$ cat src/rtl/pipe_scheduler.sv
// Pipeline control for a four-stage processor: hazard stalls, LI immediate
// sequencing, taken-jump flushes, SYS halt and a saturating stall counter.
module pipe_scheduler (
    input  logic        clock,
    input  logic        reset,
    input  logic [3:0]  if_op,
    input  logic [5:0]  if_d,
    input  logic [3:0]  rr_op,
    input  logic [5:0]  rr_s,
    input  logic [5:0]  rr_d,
    input  logic [3:0]  alu_op,
    input  logic [5:0]  alu_d,
    input  logic [3:0]  rw_op,
    input  logic [5:0]  rw_d,
    input  logic        rw_jump,
    output logic        pc_we,
    output logic        pc_sel,
    output logic        if_en,
    output logic        rr_en,
    output logic        alu_en,
    output logic        if_nop,
    output logic        rr_nop,
    output logic        alu_nop,
    output logic        imm_fetch,
    output logic        halt,
    output logic [15:0] stall_cnt
);
    localparam logic [1:0] RUN     = 2'd0;
    localparam logic [1:0] LI_IMM  = 2'd1;
    localparam logic [1:0] HALT_ST = 2'd2;

    localparam logic [3:0] OP_ST = 4'hD;
    localparam logic [3:0] OP_JZ = 4'hE;
    localparam logic [3:0] OP_LI = 4'hF;

    logic [1:0]  state_reg, state_next;
    logic        halt_reg, halt_next;
    logic [15:0] stall_cnt_reg, stall_cnt_next;
    logic        alu_writes, rw_writes, hazard, sys, jump, stall_hit;

    // Fetch-stage dest and register-read opcode carry no scheduling information.
    logic inputs_unused;
    assign inputs_unused = ^{if_d, rr_op};

    // Destinations 0-3 are constant registers, so they never create a hazard.
    assign alu_writes = (alu_op != OP_ST) && (alu_op != OP_JZ) && (alu_d[5:2] != 4'd0);
    assign rw_writes  = (rw_op != OP_ST) && (rw_op != OP_JZ) && (rw_d[5:2] != 4'd0);
    assign hazard = (alu_writes && ((rr_s == alu_d) || (rr_d == alu_d))) ||
                    (rw_writes  && ((rr_s == rw_d)  || (rr_d == rw_d)));
    assign sys  = (rw_op == OP_JZ) && (rw_d == 6'd0);
    assign jump = (rw_op == OP_JZ) && (rw_d != 6'd0) && rw_jump;

    always_comb begin
        pc_we      = 1'b1;
        pc_sel     = 1'b0;
        if_en      = 1'b1;
        rr_en      = 1'b1;
        alu_en     = 1'b1;
        if_nop     = 1'b0;
        rr_nop     = 1'b0;
        alu_nop    = 1'b0;
        imm_fetch  = 1'b0;
        stall_hit  = 1'b0;
        state_next = state_reg;
        halt_next  = halt_reg;
        if (!reset) begin
            state_next = RUN;
        end else if (state_reg == HALT_ST) begin
            pc_we  = 1'b0;
            if_en  = 1'b0;
            rr_en  = 1'b0;
            alu_en = 1'b0;
        end else if (sys) begin
            state_next = HALT_ST;
            halt_next  = 1'b1;
        end else if (jump) begin
            pc_sel     = 1'b1;
            if_nop     = 1'b1;
            rr_nop     = 1'b1;
            alu_nop    = 1'b1;
            state_next = RUN;
        end else if (hazard) begin
            // Freeze fetch and register read; a bubble flows into the ALU stage.
            pc_we     = 1'b0;
            if_en     = 1'b0;
            rr_en     = 1'b0;
            rr_nop    = 1'b1;
            imm_fetch = (state_reg == LI_IMM);
            stall_hit = 1'b1;
        end else if (state_reg == LI_IMM) begin
            imm_fetch  = 1'b1;
            if_nop     = 1'b1;
            state_next = RUN;
        end else if (if_op == OP_LI) begin
            state_next = LI_IMM;
        end
    end

    always_comb begin
        stall_cnt_next = stall_cnt_reg;
        if (stall_hit && (stall_cnt_reg != 16'hFFFF))
            stall_cnt_next = stall_cnt_reg + 16'd1;
    end

    always_ff @(posedge clock or negedge reset) begin
        if (!reset) begin
            state_reg     <= RUN;
            halt_reg      <= 1'b0;
            stall_cnt_reg <= 16'd0;
        end else begin
            state_reg     <= state_next;
            halt_reg      <= halt_next;
            stall_cnt_reg <= stall_cnt_next;
        end
    end

    assign halt      = halt_reg;
    assign stall_cnt = stall_cnt_reg;
endmodule

$ cat config.mk
export PLATFORM = sky130hd
export DESIGN_NAME = pipe_scheduler
export DESIGN_NICKNAME = d
export VERILOG_FILES = /design/src/rtl/pipe_scheduler.sv
export SDC_FILE = /design/constraint.sdc
export NUM_CORES = 1
export LEC_CHECK = 0
export BUFFER_PORTS_ARGS = -buffer_cell sky130_fd_sc_hd__buf_4
export CAP_MARGIN = 15
export CORE_MARGIN = 1.5
export CORE_UTILIZATION = 48
export DETAILED_ROUTE_END_ITERATION = 12
export GPL_TIMING_DRIVEN = 0
export PLACE_DENSITY_LB_ADDON = 0.08
export SYNTH_ARGS = -nofsm -noshare
export SYNTH_HDL_FRONTEND = slang
export SYNTH_SLANG_ARGS = --single-unit
$ cat constraint.sdc
create_clock -name clock -period 2.9 [get_ports clock]
set_clock_uncertainty 0.1 [all_clocks]
set_input_delay 0.145 -clock clock [delete_from_list [all_inputs] [get_ports clock]]
set_output_delay 0.145 -clock clock [all_outputs]
set_load 0.005 [all_outputs]
# After elaboration in Yosys (flattened, before gate mapping)
# Index checks and enable logic that the tools add are counted.
[classes]
div_mod_pow = 0
muxes = 38
n_addsub = 1
eq_ne = 16
n_lt_le_gt_ge = 0
multipliers = 0
n_reduce_logical = 19
n_bitwise = 1
n_shift = 0
[ops]
columns = ["cell", "n"]
rows = [
  ["1-bit 2-to-1 mux", 31],
  ["6-bit equality test", 4],
  ["16-bit by 1-bit adder with 16-bit output, second input constant", 1],
  ["16-bit != test, second input constant", 1],
  ["4-bit != test, second input constant", 4],
  ["2-bit 2-to-1 mux", 7],
  ["1-bit logical AND", 10],
  ["4-bit equality test, second input constant", 2],
  ["4-bit nonzero test", 2],
  ["6-bit zero test", 1],
  ["3-bit AND reduction", 2],
  ["6-bit nonzero test", 1],
  ["5-bit by 1-bit != test with 1-bit output, second input constant", 1],
  ["4-bit by 2-bit != test with 1-bit output, second input constant", 1],
  ["1-bit logical OR", 3],
  ["2-bit by 1-bit equality test with 1-bit output, second input constant", 1],
  ["2-bit equality test, second input constant", 1],
  ["2-bit != test, second input constant", 1],
  ["1-bit NOT", 1],
]
[word_totals]
ramBits = 0
input_bits = 49
latch_bits = 0
ff_bits = 19
romBits = 0
memories = 0

# Depth between registers and ports, before layout
# Gate-level depths: netlist of run 1.
[depth]
word_depth = 11
mapped_depth = 8
mapped_depth_nobuf = 7

# Worst setup path after synthesis of run 1
# No wires, ideal clock.
[synth_path]
kind = "reg-to-reg"
from = "register stall_cnt_reg[4], in the netlist stall_cnt[4]"
to = "register stall_cnt_reg[1], in the netlist stall_cnt[1]"
setup_slack_ps = 899
setup_ps = 128
period_less_slack_ps = 2001
arrival_ps = 1773
n_path_buf = 1
stages_incl_launch_ff = 7
cell_sequence = "dfrtp_1 -> nand2_1 -> nor2_1 -> nand4_1 -> o311ai_4 -> buf_8 -> mux2_1"
[synth_between]
elab_chain_len = 2
[synth_lines]
columns = ["element", "line_no", "rtl"]
rows = [
  ["start: declaration", "38", "logic [15:0] stall_cnt_reg, stall_cnt_next;"],
  ["start signal: assignment", "113", "stall_cnt_reg <= stall_cnt_next;"],
  ["16-bit != test", "101", "if (stall_hit && (stall_cnt_reg != 16'hFFFF))"],
  ["1-bit logical AND", "101", ""],
]
# No other way between the ends.
# A chain may end at the register's enable or synchronous reset.

# Worst setup path after layout of run 1
[layout_path]
from = "register stall_cnt_reg[3], in the netlist stall_cnt[3]"
to = "register stall_cnt_reg[1], in the netlist stall_cnt[1]"
# Same word-level chain as after synthesis.

==> metrics.md, run 1 <==
| Metric | Value |
|---|---|
| Ys flop type | sky130_fd_sc_hd__dfrtp_1 |
| Wire length of the first global-routing pass | 5580 µm |
| Count of antenna-violating nets left after detailed routing | 0 |
| Worst hold path type | in -> reg |
| Core region area | 2730 µm² |
| Die Footprint | 3210 µm² |
| Synthesized area | 1380 µm² |
| DRC | 0 |
| Setup violation total in the final timing report | 0 |
| Series of cell instances along the critical path | nand2_1 > nor2_1 > nand4_1 > o311ai_4 > buf_8 > mux2_1 |
| Transition time of the tightest slew-check pin | between 400 and 500 ps |
| Synth Area in XOR/XNOR | 0.254 |
| First-iteration detailed-routing DRC count | 38 |
| Biggest fanout along the worst timing path | 10 |
| Fraction of layout instances using a drive strength above 1 | 0.369 |
| Clock tree from TritonCTS | done |
| # IOs | 75 |
| Antenna violations before repair | 0 |
| Starting utilization of the core area | 0.505 |
| Largest family of logic cells by synthesized area | simple AND/OR/NAND/NOR gates |
| Flip-flop count of the largest register after layout | 16 |
| Placed inst area | 1900 µm² |
| Vias in the first global route | 1,351 |
| Floorplan die width | 56.6 µm |
| Routed wire per std cell | 13.2 µm |
| Synth Register Bits | 19 |
| Global-route usage over all layers | 0.211 |
| Number of port buffers | 64 |
| Yosys Warn Count | 0 |
| Number of antenna repair diodes | 0 |
| Post-synthesis net count | 198 |
| Critical Path Source Type | flip-flop |
| Pins Over Slew Limit | 0 |
| Synthesized-area fraction occupied by adder cells | 0.00907 |
| GR Overflow Total | 0 |
| Leakage power figure | 0.928 nW |
| DP Worst Slack | 669 ps |
| Buffers and inverters on the worst path | 1 |
| Max Fclk | 0.443 GHz |
| Count of flip-flops with a built-in enable after synthesis | 0 |
| Cell count after synthesis | 148 |
| Synth-to-layout area growth | 40.3% |
| Total Nets Final | 268 |
| Detailed placer's ending HPWL | between 2000 and 3000 µm |
| Count of TritonRoute iterations in the first routing pass | 4 |
| Number of rows in the core area | 19 |
| Share of synthesized registers carrying an async set or reset | 1.00 |
| Clock network latency to the later pin of the worst-skew pair | around 290 ps |
| Number of instances resized during post-cts repair | 0 |
| Cell variety after synth | 36 |
| Required arrival time at the worst endpoint | 2980 ps |
| Area share of and/or/nand/nor cells after synthesis | 0.261 |
| Post-synthesis mux area share | 0.0163 |
| Most common library cell in the layout ignoring fill and taps | sky130_fd_sc_hd__buf_4 |
| Vias | 1,311 |
| Complex-gate fraction of the synthesized area | 0.0798 |
| Clock buffers created by TritonCTS | 3 |
| Fillers | 208 |
| Max H-tree Level | 1 |
| Post-synthesis sequential area ratio | 0.345 |
| Final standard cell area without fillers | 1940 µm² |
| Die extent in y | 56.6 µm |
| CTS sink count | 19 |
| Overall power after layout | roughly 0.62 mW |
| Detailed-route vias per instance | between 5 and 6 |
| Total wirelength of the detailed-routed design | about 3300 µm |
| Period Utilization, post-route | 0.779 |
| Signal arrival time at the worst endpoint | 2340 ps |
| Setup repair after global routing missed its margin | false |
| Post-route setup TNS | 0 ps |
| Ratio of total power to cell area | 323 nW/µm² |
| Final number of hold-violating endpoints | 0 |
| Clk buf depth | 2 |
| Outcome | finished, final reports clean |
| Max-cap violations | 0 |
| CTS Root Cell | sky130_fd_sc_hd__clkbuf_4 |
| Final worst hold slack | 90.5 ps |
| Max rail drop VDD | 340 µV |
| Mean cell area of the mapped netlist | 9.32 µm² |
| Number of buffers added for setup after CTS | 0 |
| Gate family responsible for the most delay along the worst path | simple AND/OR/NAND/NOR gates |
| Max stage delay on crit path | 540 ps |
| Post-route minimum period | 2260 ps |
| Final weighted congestion of routability-driven global placement | 0.763 |
| Hold_buf cts | 1 |
| Startpoint-to-endpoint class of the critical path | reg -> reg |
| Master of the slowest instance on the critical path | sky130_fd_sc_hd__o311ai_4 |
| Max-slew headroom at the worst pin | 0.708 |
| CP Capture Type | flip-flop |
| PnR worst setup slack | 641 ps |
| Largest net degree at the start of global routing | 26 |
| Register clock-pin slew on the reported worst setup and hold paths | 100 ps |
| Most frequent cells in the layout | sky130_fd_sc_hd__buf_4 (67), sky130_fd_sc_hd__xnor2_1 (26), sky130_fd_sc_hd__dfrtp_1 (19) |
[per-stage QoR]
stage          utilization  cells
5_1_grt              0.708    248
3_3_place_gp         0.695    243
2_1_floorplan            -    148
3_5_place_dp         0.695    243
4_1_cts              0.708    248
6_report             0.708    248
[area by class of cell]
class	instances	area, µm²	area share
Multi-Input combinational cell	122	856	0.442
Timing Repair Buffer	65	490	0.253
Sequential cell	19	475	0.246
Tap cell	31	38.8	0.0200
Buffer	4	37.5	0.0194
Clock buffer	4	26.3	0.0136
Inverter	3	11.3	0.00582
[synthesized netlist by cell type, drive strengths merged, types with 2 or more instances]
master  count  share of area
a21oi       2         0.0073
buf         4          0.027
dfrtp      19           0.34
inv         3         0.0082
mux2        2          0.016
nand2      17          0.046
nand2b      2         0.0091
nand3       6          0.022
nand4       9          0.041
nor2       10          0.029
nor2b       3          0.014
nor3        9          0.048
nor4        5          0.023
o22ai       2         0.0091
xnor2      26           0.17
xor2       14          0.089
[cell families (layout without fill, tap and decap cells)]
logic type	after synthesis	count (layout)
simple gates	66	66
xor+xnor	40	40
flops	19	19
compound gates	13	13
buf+inv	7	76
mux	2	2
fa+ha+maj	1	1
[routing by layer]
layer	vias to the layer above	GRT usage	share of wire
li1	653	-	-
met3	2	0.0184	0.056
met5	-	0	0
met2	40	0.385	0.50
met1	616	0.270	0.44
met4	0	0.0442	0.0052
[worst reg2reg max path, delay by kind of cell, from the launching register on]
family | cells | cell delay, ps
AO/OA/AOI/OAI | 1 | 540
multiplexers | 1 | 320
flip-flops | 1 | 420
AND/OR/NAND/NOR | 3 | 560
buffers and inverters | 1 | 200
[path summary, 6_finish.rpt]
kind	from	slack, ps	to	cells after the start
max in group asynchronous	reset	2300	stall_cnt[9]	2
min in group asynchronous	reset	180	halt	2
max	stall_cnt[3]	640	stall_cnt[1]	6
min	rw_d[0]	90	halt	4
max reg2reg	stall_cnt[3]	640	stall_cnt[1]	6
min reg2reg	stall_cnt[6]	400	stall_cnt[6]	1
[report_power, final]
part           switching (mW)  internal, mW
combinational          0.0766         0.108
clock                  0.0745        0.0534
sequential             0.0298         0.282
total                   0.181         0.444
(Power assumes the default switching activity.)
==> run 2, diff against run 1 <==
Settings changed: CORE_UTILIZATION 48 to 44.
Clock period 2.9 ns to 2.1 ns, I/O delays scaled along.
==> metrics.md, run 2 (synthesis results as in run 1) <==
| Metric | Value |
|---|---|
| Sw Ratio | 0.295 (+0.00534) |
| CTS sink count | 19 (unchanged) |
| Portion of total power attributed to the clock network | 0.211 (+0.006) |
| CTS Root Cell | sky130_fd_sc_hd__clkbuf_4 |
| First-iteration detailed-routing DRC count | 62 (+63%) |
| Register clock-pin slew on the reported worst setup and hold paths | 100 ps (about the same) |
| DP Worst Slack | -148 ps (-816 ps) |
| Largest net degree at the start of global routing | 26 (unchanged) |
| Total wirelength of the detailed-routed design | 3500 µm (+6.9%) |
| Max stage delay on crit path | 420 ps (-120 ps) |
| Total Nets Final | 271 (+1.1%) |
| Total internal power | 0.615 mW (+39%) |
| DRC | 0 (unchanged) |
| Final number of hold-violating endpoints | 0 (unchanged) |
| Period Utilization, post-route | 0.951 (+0.172) |
| End-of-flow core utilization | 0.657 (-0.0514) |
| Synth-to-layout area growth | 44.1% |
| Number of port buffers | 64 (unchanged) |
| Final weighted congestion of routability-driven global placement | 0.820 (+7.4%) |
| Detailed placer's ending HPWL | 2720 µm (+2.1%) |
| Clock network latency to the later pin of the worst-skew pair | 300 ps (about the same) |
| Max H-tree Level | 1 (unchanged) |
| Flip-flop count of the largest register after layout | 16 (unchanged) |
| Antenna violations before repair | 0 (unchanged) |
| Buffers and inverters on the worst path | 1 (unchanged) |
| Setup violation total in the final timing report | 0 (unchanged) |
| Biggest fanout along the worst timing path | 10 (unchanged) |
| Startpoint-to-endpoint class of the critical path | reg -> reg |
| Most common library cell in the layout ignoring fill and taps | sky130_fd_sc_hd__buf_4 |
| Floorplan die width | 59.0 µm (+4.2%) |
| Switching component of the power | 0.257 mW (+42%) |
| Transition time of the tightest slew-check pin | 373 ps (-64.2 ps) |
| Part of the total power dissipated in combinational logic | 0.295 (about the same) |
| Worst Hold Path Cells | 4 (unchanged) |
| Signal arrival time at the worst endpoint | 2080 ps (-260 ps) |
| Wire length of the first global-routing pass | 5390 µm (-3.4%) |
| Clock tree from TritonCTS | done |
| Critical Path Source Type | flip-flop |
| CP Launch Point | stall_cnt[9] |
| Gate family responsible for the most delay along the worst path | simple AND/OR/NAND/NOR gates |
| Count of TritonRoute iterations in the first routing pass | 4 (unchanged) |
| CP Capture Type | flip-flop |
| Detailed-route vias per instance | 5.05 (-4.5%) |
| Pins Over Slew Limit | 0 (unchanged) |
| Fraction of layout instances using a drive strength above 1 | 0.391 (+0.0222) |
| Worst r2r dst | stall_cnt[1] |
| Number of antenna repair diodes | 0 (unchanged) |
| Capture point of the critical path | stall_cnt[1] |
| Count of antenna-violating nets left after detailed routing | 0 (unchanged) |
| Max rail drop VDD | 325 µV (-4.6%) |
| Vias in the first global route | 1,206 (-11%) |
| # IOs | 75 (unchanged) |
| GR Overflow Total | 0 (unchanged) |
| Crit path depth | 5 (-1) |
| Core region area | 3030 µm² (+11%) |
| Clk buf depth | 2 (unchanged) |
| Sequential share of power | 0.495 (-0.005) |
| Outcome | finished, final reports clean |
| Worst reg2reg path startpoint | stall_cnt[9] |
| Worst reg2reg path depth | 5 (-1) |
| Max-cap violations | 0 (unchanged) |
| Vias | 1,333 (+1.7%) |
| Post-route minimum period | 2000 ps (-262 ps) |
| Series of cell instances along the critical path | and3_2 > nand4_1 > o311ai_4 > buf_8 > mux2_1 |
| PnR worst setup slack | 103 ps (-538 ps) |
| Master of the slowest instance on the critical path | sky130_fd_sc_hd__dfrtp_1 |
| Max Fclk | 0.501 GHz (+13%) |
| Ratio of total power to cell area | 439 nW/µm² (+36%) |
| FF-to-FF setup slack | 100 ps (-540 ps) |
| Max-slew headroom at the worst pin | 0.749 (+0.0412) |
| Routed wire per std cell | 13.2 µm (+0.43%) |
| Clock buffers created by TritonCTS | 3 (unchanged) |
| Required arrival time at the worst endpoint | 2190 ps (-790 ps) |
| Leakage power figure | 0.943 nW (+1.6%) |
| Most frequent cells in the layout | sky130_fd_sc_hd__buf_4 (69), sky130_fd_sc_hd__xnor2_1 (26), sky130_fd_sc_hd__dfrtp_1 (19) |
| Starting utilization of the core area | 0.456 (-0.0490) |
| Die extent in y | 59.0 µm (+4.2%) |
| Die Footprint | 3480 µm² (+8.6%) |
| Global-route usage over all layers | 0.201 (-0.00986) |
| Number of rows in the core area | 20 (+1) |
| Worst hold path type | in -> reg |
## run 2: per-stage QoR
step	area, µm²	power [mW]	hold WS, ps	cells	setup TNS [ps]
finish	1990	0.872	37.9	264	0
global route	1990	0.924	64.3	264	-10.2
CTS	1970	0.879	35.6	263	0
detailed placement	1920	0.693	-89.7	256	-320
global placement	1920	0.683	-95.5	256	-84.1
floorplan	1380	0.543	-291	148	0
## run 2: per-layer routing
metal | part of all wire | GRT usage
met3 | 0.058 | 0.0175
met1 | 0.43 | 0.254
met4 | 0.018 | 0.0812
met2 | 0.49 | 0.354
met5 | 0 | 0
## run 2: how the worst min path moves through the flow
stage	startpoint	to	slack (ps)
floorplan	reset	halt	-290
global placement	reset	stall_cnt[4]	-100
detailed placement	reset	stall_cnt[4]	-90
CTS	rw_d[1]	halt	40
global route	rw_d[1]	halt	60
finish	rw_d[1]	halt	40
## run 2: tightest hold or removal path, stage by stage
cell	delay, ps
sky130_fd_sc_hd__buf_4	120
sky130_fd_sc_hd__nor3_4	50
sky130_fd_sc_hd__nand2_1	70
sky130_fd_sc_hd__o21bai_1	60
## run 2: power by group through the flow
stage                     Sequential (mW)  Clock (mW)  Combinational, mW
after floorplan                     0.434           0              0.110
after global placement              0.436           0              0.247
after detailed placement            0.439           0              0.254
final                               0.431       0.184              0.257
after global routing                0.440       0.199              0.285
after CTS                           0.432       0.189              0.258
## run 2: cell type report
type	count	area, µm²
well taps	44	55.1
fillers	267	1040
repair buffers	68	517
clock buffers	4	26.3
multi-input cells	122	866
flip-flops and latches	19	475
inverters	3	11.3
plain buffers	4	37.5
## run 2: what timing repair did
item                                   in CTS  in global routing
pin swaps                                   2                  3
buffers inserted                            2                  1
gates cloned                                0                  0
hold buffers                                1                  0
gates resized for setup                     0                  4
setup endpoints to repair                   9                  4
endpoints found under the hold margin      19                  0
==> run 3, diff against run 2 <==
Settings changed: ABC_AREA from default to 1, CORE_UTILIZATION 44 to 49.
==> metrics.md, run 3 <==
| Metric | Value |
|---|---|
| Outcome | finished, final reports clean |
| Number of non-filler instances in the completed layout | 411 (+56%) |
| Synthesized area | 1850 µm² (+34%) |
| Startpoint-to-endpoint class of the critical path | reg -> reg |
| Placed inst area | 2390 µm² (+25%) |
| Post-route minimum period | 1920 ps (-77.2 ps) |
| Period Utilization, post-route | 0.914 (-0.0367) |
| Transition time of the tightest slew-check pin | 527 ps (+154 ps) |
| Master of the slowest instance on the critical path | sky130_fd_sc_hd__dfrtp_1 |
| Worst hold path type | in -> reg |
| Cell count after synthesis | 294 (+99%) |
| Post-synthesis net count | 344 (+74%) |
| Number of rows in the core area | 22 (+10%) |
| Synth Register Bits | 19 (unchanged) |
| Final worst hold slack | 101 ps (+63.5 ps) |
| Signal arrival time at the worst endpoint | 1970 ps (-110 ps) |
| Worst reg2reg path depth | 11 (+6) |
| Vias | 1,904 (+43%) |
| CTS sink count | 19 (unchanged) |
| Clock buffers created by TritonCTS | 3 (unchanged) |
| Total wirelength of the detailed-routed design | 3960 µm (+13%) |
| Fraction of layout instances using a drive strength above 1 | 0.331 (-0.0603) |
| Most common library cell in the layout ignoring fill and taps | sky130_fd_sc_hd__nand2_1 |
| Setup repair after global routing missed its margin | false |
| GR Overflow Total | 0 (unchanged) |
| Clock tree from TritonCTS | done |
| Area leader, netlist | sky130_fd_sc_hd__dfrtp_1 |
| Cell variety after synth | 31 (-14%) |
| Max-cap violations | 0 (unchanged) |
| Count of TritonRoute iterations in the first routing pass | 4 (unchanged) |
| Total Nets Final | 414 (+53%) |
| Leakage power figure | 1.42 nW (+50%) |
| Ratio of total power to cell area | 430 nW/µm² (-2.0%) |
| First-iteration detailed-routing DRC count | 101 (+63%) |
| Commonest cells post-synth | sky130_fd_sc_hd__nand2_1 (120), sky130_fd_sc_hd__inv_1 (31), sky130_fd_sc_hd__nand2_2 (23), sky130_fd_sc_hd__nor2_1 (23), sky130_fd_sc_hd__dfrtp_1 (19) |
| Biggest fanout along the worst timing path | 10 (unchanged) |
| Count of antenna-violating nets left after detailed routing | 0 (unchanged) |
| Most common cell type on the critical path | sky130_fd_sc_hd__nor2_4 |
| Number of antenna repair diodes | 0 (unchanged) |
| Launch point of the worst hold path | rw_d[0] |
| Worst r2r dst | stall_cnt[7] |
| Setup violation total in the final timing report | 0 (unchanged) |
| Cell types with the largest area share after synthesis | sky130_fd_sc_hd__dfrtp_1 (26%), sky130_fd_sc_hd__nand2_1 (24%), sky130_fd_sc_hd__nand2_2 (7.8%) |
| Worst Hold Path Cells | 4 (unchanged) |
| Die Footprint | 4150 µm² (+19%) |
| DRC | 0 (unchanged) |
| Final standard cell area without fillers | 2450 µm² (+23%) |
| Max-slew headroom at the worst pin | 0.647 (-0.102) |
| Mean cell area of the mapped netlist | 6.28 µm² (-33%) |
| Core region area | 3630 µm² (+20%) |
| Post-synthesis sequential area ratio | 0.257 (-0.0871) |
| Max H-tree Level | 1 (unchanged) |
| Number of port buffers | 64 (unchanged) |
| Die extent in y | 64.4 µm (+9.1%) |
| Most frequent cells in the layout | sky130_fd_sc_hd__nand2_1 (120), sky130_fd_sc_hd__buf_4 (66), sky130_fd_sc_hd__inv_1 (31) |
| Required arrival time at the worst endpoint | 2150 ps (-40 ps) |
| Number of buffers added for setup after CTS | 0 (-2) |
| Floorplan die width | 64.4 µm (+9.1%) |
| FF-to-FF setup slack | 180 ps (+80 ps) |
| Register clock-pin slew on the reported worst setup and hold paths | 70 ps (-30 ps) |
| Most instantiated library cell after synthesis | sky130_fd_sc_hd__nand2_1 |
| Worst reg2reg path startpoint | stall_cnt[0] |
| Vias in the first global route | 1,703 (+41%) |
| Max rail drop VDD | 548 µV (+69%) |
| Fillers | 365 (+37%) |
| Max Fclk | 0.521 GHz (+4.0%) |
| Critical Path Source Type | flip-flop |
| Series of cell instances along the critical path | ha_1 > nand3_2 > nor2_4 > nand3_2 > nor2_4 > nand4_2 > clkinv_1 > nor2_4 > buf_12 > nand2_2 > nand2_2 |
| Pins Over Slew Limit | 0 (unchanged) |
| Routed wire per std cell | 9.64 µm (-27%) |
| Overall power after layout | 1.05 mW (+21%) |
| Destination of the worst hold path | halt |
| Post-route setup TNS | 0 ps (unchanged) |
| Area share of the largest cell type after synthesis | 0.257 (-0.0871) |
| Final weighted congestion of routability-driven global placement | 0.780 (-4.8%) |
| Max stage delay on crit path | 410 ps (about the same) |
| CTS Root Cell | sky130_fd_sc_hd__clkbuf_8 |
| Share of synthesized registers carrying an async set or reset | 1.00 (unchanged) |
| Count of flip-flops with a built-in enable after synthesis | 0 (unchanged) |
| Antenna violations before repair | 0 (unchanged) |
| Largest net degree at the start of global routing | 23 (-12%) |
| Detailed-route vias per instance | 4.63 (-8.3%) |
| Starting utilization of the core area | 0.508 (+0.0525) |
| Synth-to-layout area growth | 32.5% |
| # IOs | 75 (unchanged) |
| Detailed placer's ending HPWL | 3370 µm (+24%) |
| Yosys Warn Count | 0 (unchanged) |
| Clock network latency to the later pin of the worst-skew pair | 250 ps (-50 ps) |
| Ys flop type | sky130_fd_sc_hd__dfrtp_1 |
| CP Capture Type | flip-flop |
| Clk buf depth | 2 (unchanged) |
| Placed insts | 406 (+59%) |
| Flip-flop count of the largest register after layout | 16 (unchanged) |
| Wire length of the first global-routing pass | 7020 µm (+30%) |
| Final number of hold-violating endpoints | 0 (unchanged) |
| Global-route usage over all layers | 0.212 (+0.0106) |
run 3: worst max path at each step:
stage / start / to / slack (ps)
floorplan: stall_cnt[0] / stall_cnt[9] / 320
global placement: stall_cnt[0] / stall_cnt[3] / 190
detailed placement: stall_cnt[0] / stall_cnt[7] / 190
CTS: reset / rr_en / 140
global route: stall_cnt[0] / stall_cnt[9] / 40
finish: stall_cnt[0] / stall_cnt[7] / 180
run 3: critical path, delay by kind of cell, from the launching register on:
family                     cells  cell delay (ps)
adders and majority gates      1              220
and+or+nand+nor                8              830
buffers and inverters          2              260
DFF                            1              410
run 3: repair_timing:
item | CTS | global route
endpoints found under the setup margin | 0 | 2
hold buffers | 1 | 0
gates resized for setup | 0 | 1
hold endpoints to repair | 19 | 0
run 3: kinds of logic after synthesis:
family | after synthesis | synth area share
xor gates and xnor gates | 15 | 0.0711
and+or+nand+nor | 204 | 0.526
AOI/OAI and AO/OA | 6 | 0.0190
buffers and inverters | 49 | 0.120
DFF | 19 | 0.257
adders and majority gates | 1 | 0.00677
run 3: layer usage:
| layer | global-route usage | routed length (µm) | up-vias |
|---|---|---|---|
| li1 | - | - | 1027 |
| met1 | 0.272 | 1840 | 842 |
| met2 | 0.365 | 1950 | 33 |
| met3 | 0.0387 | 143 | 2 |
| met4 | 0.0559 | 26 | 0 |
| met5 | 0 | 0 | - |
run 3: area by class of cell:
class	instances	area, µm²	area share
multi-input cells	226	1150	0.470
plain buffers	6	58.8	0.0240
repair buffers	65	494	0.202
flip-flops and latches	19	475	0.194
clock buffers	4	45.0	0.0184
well taps	48	60.1	0.0246
inverters	43	163	0.0665
run 3: where the power goes:
group,internal (mW),switching [mW],total (mW)
clock,0.135,0.115,0.249
combinational,0.182,0.179,0.361
sequential,0.401,0.0410,0.442
run 3: stage by stage:
stage / worst slack, ps / utilization
finish: 180 / 0.673
global placement: 195 / 0.657
CTS: 142 / 0.672
global route: 36.3 / 0.673
detailed placement: 189 / 0.657
floorplan: 325 / -
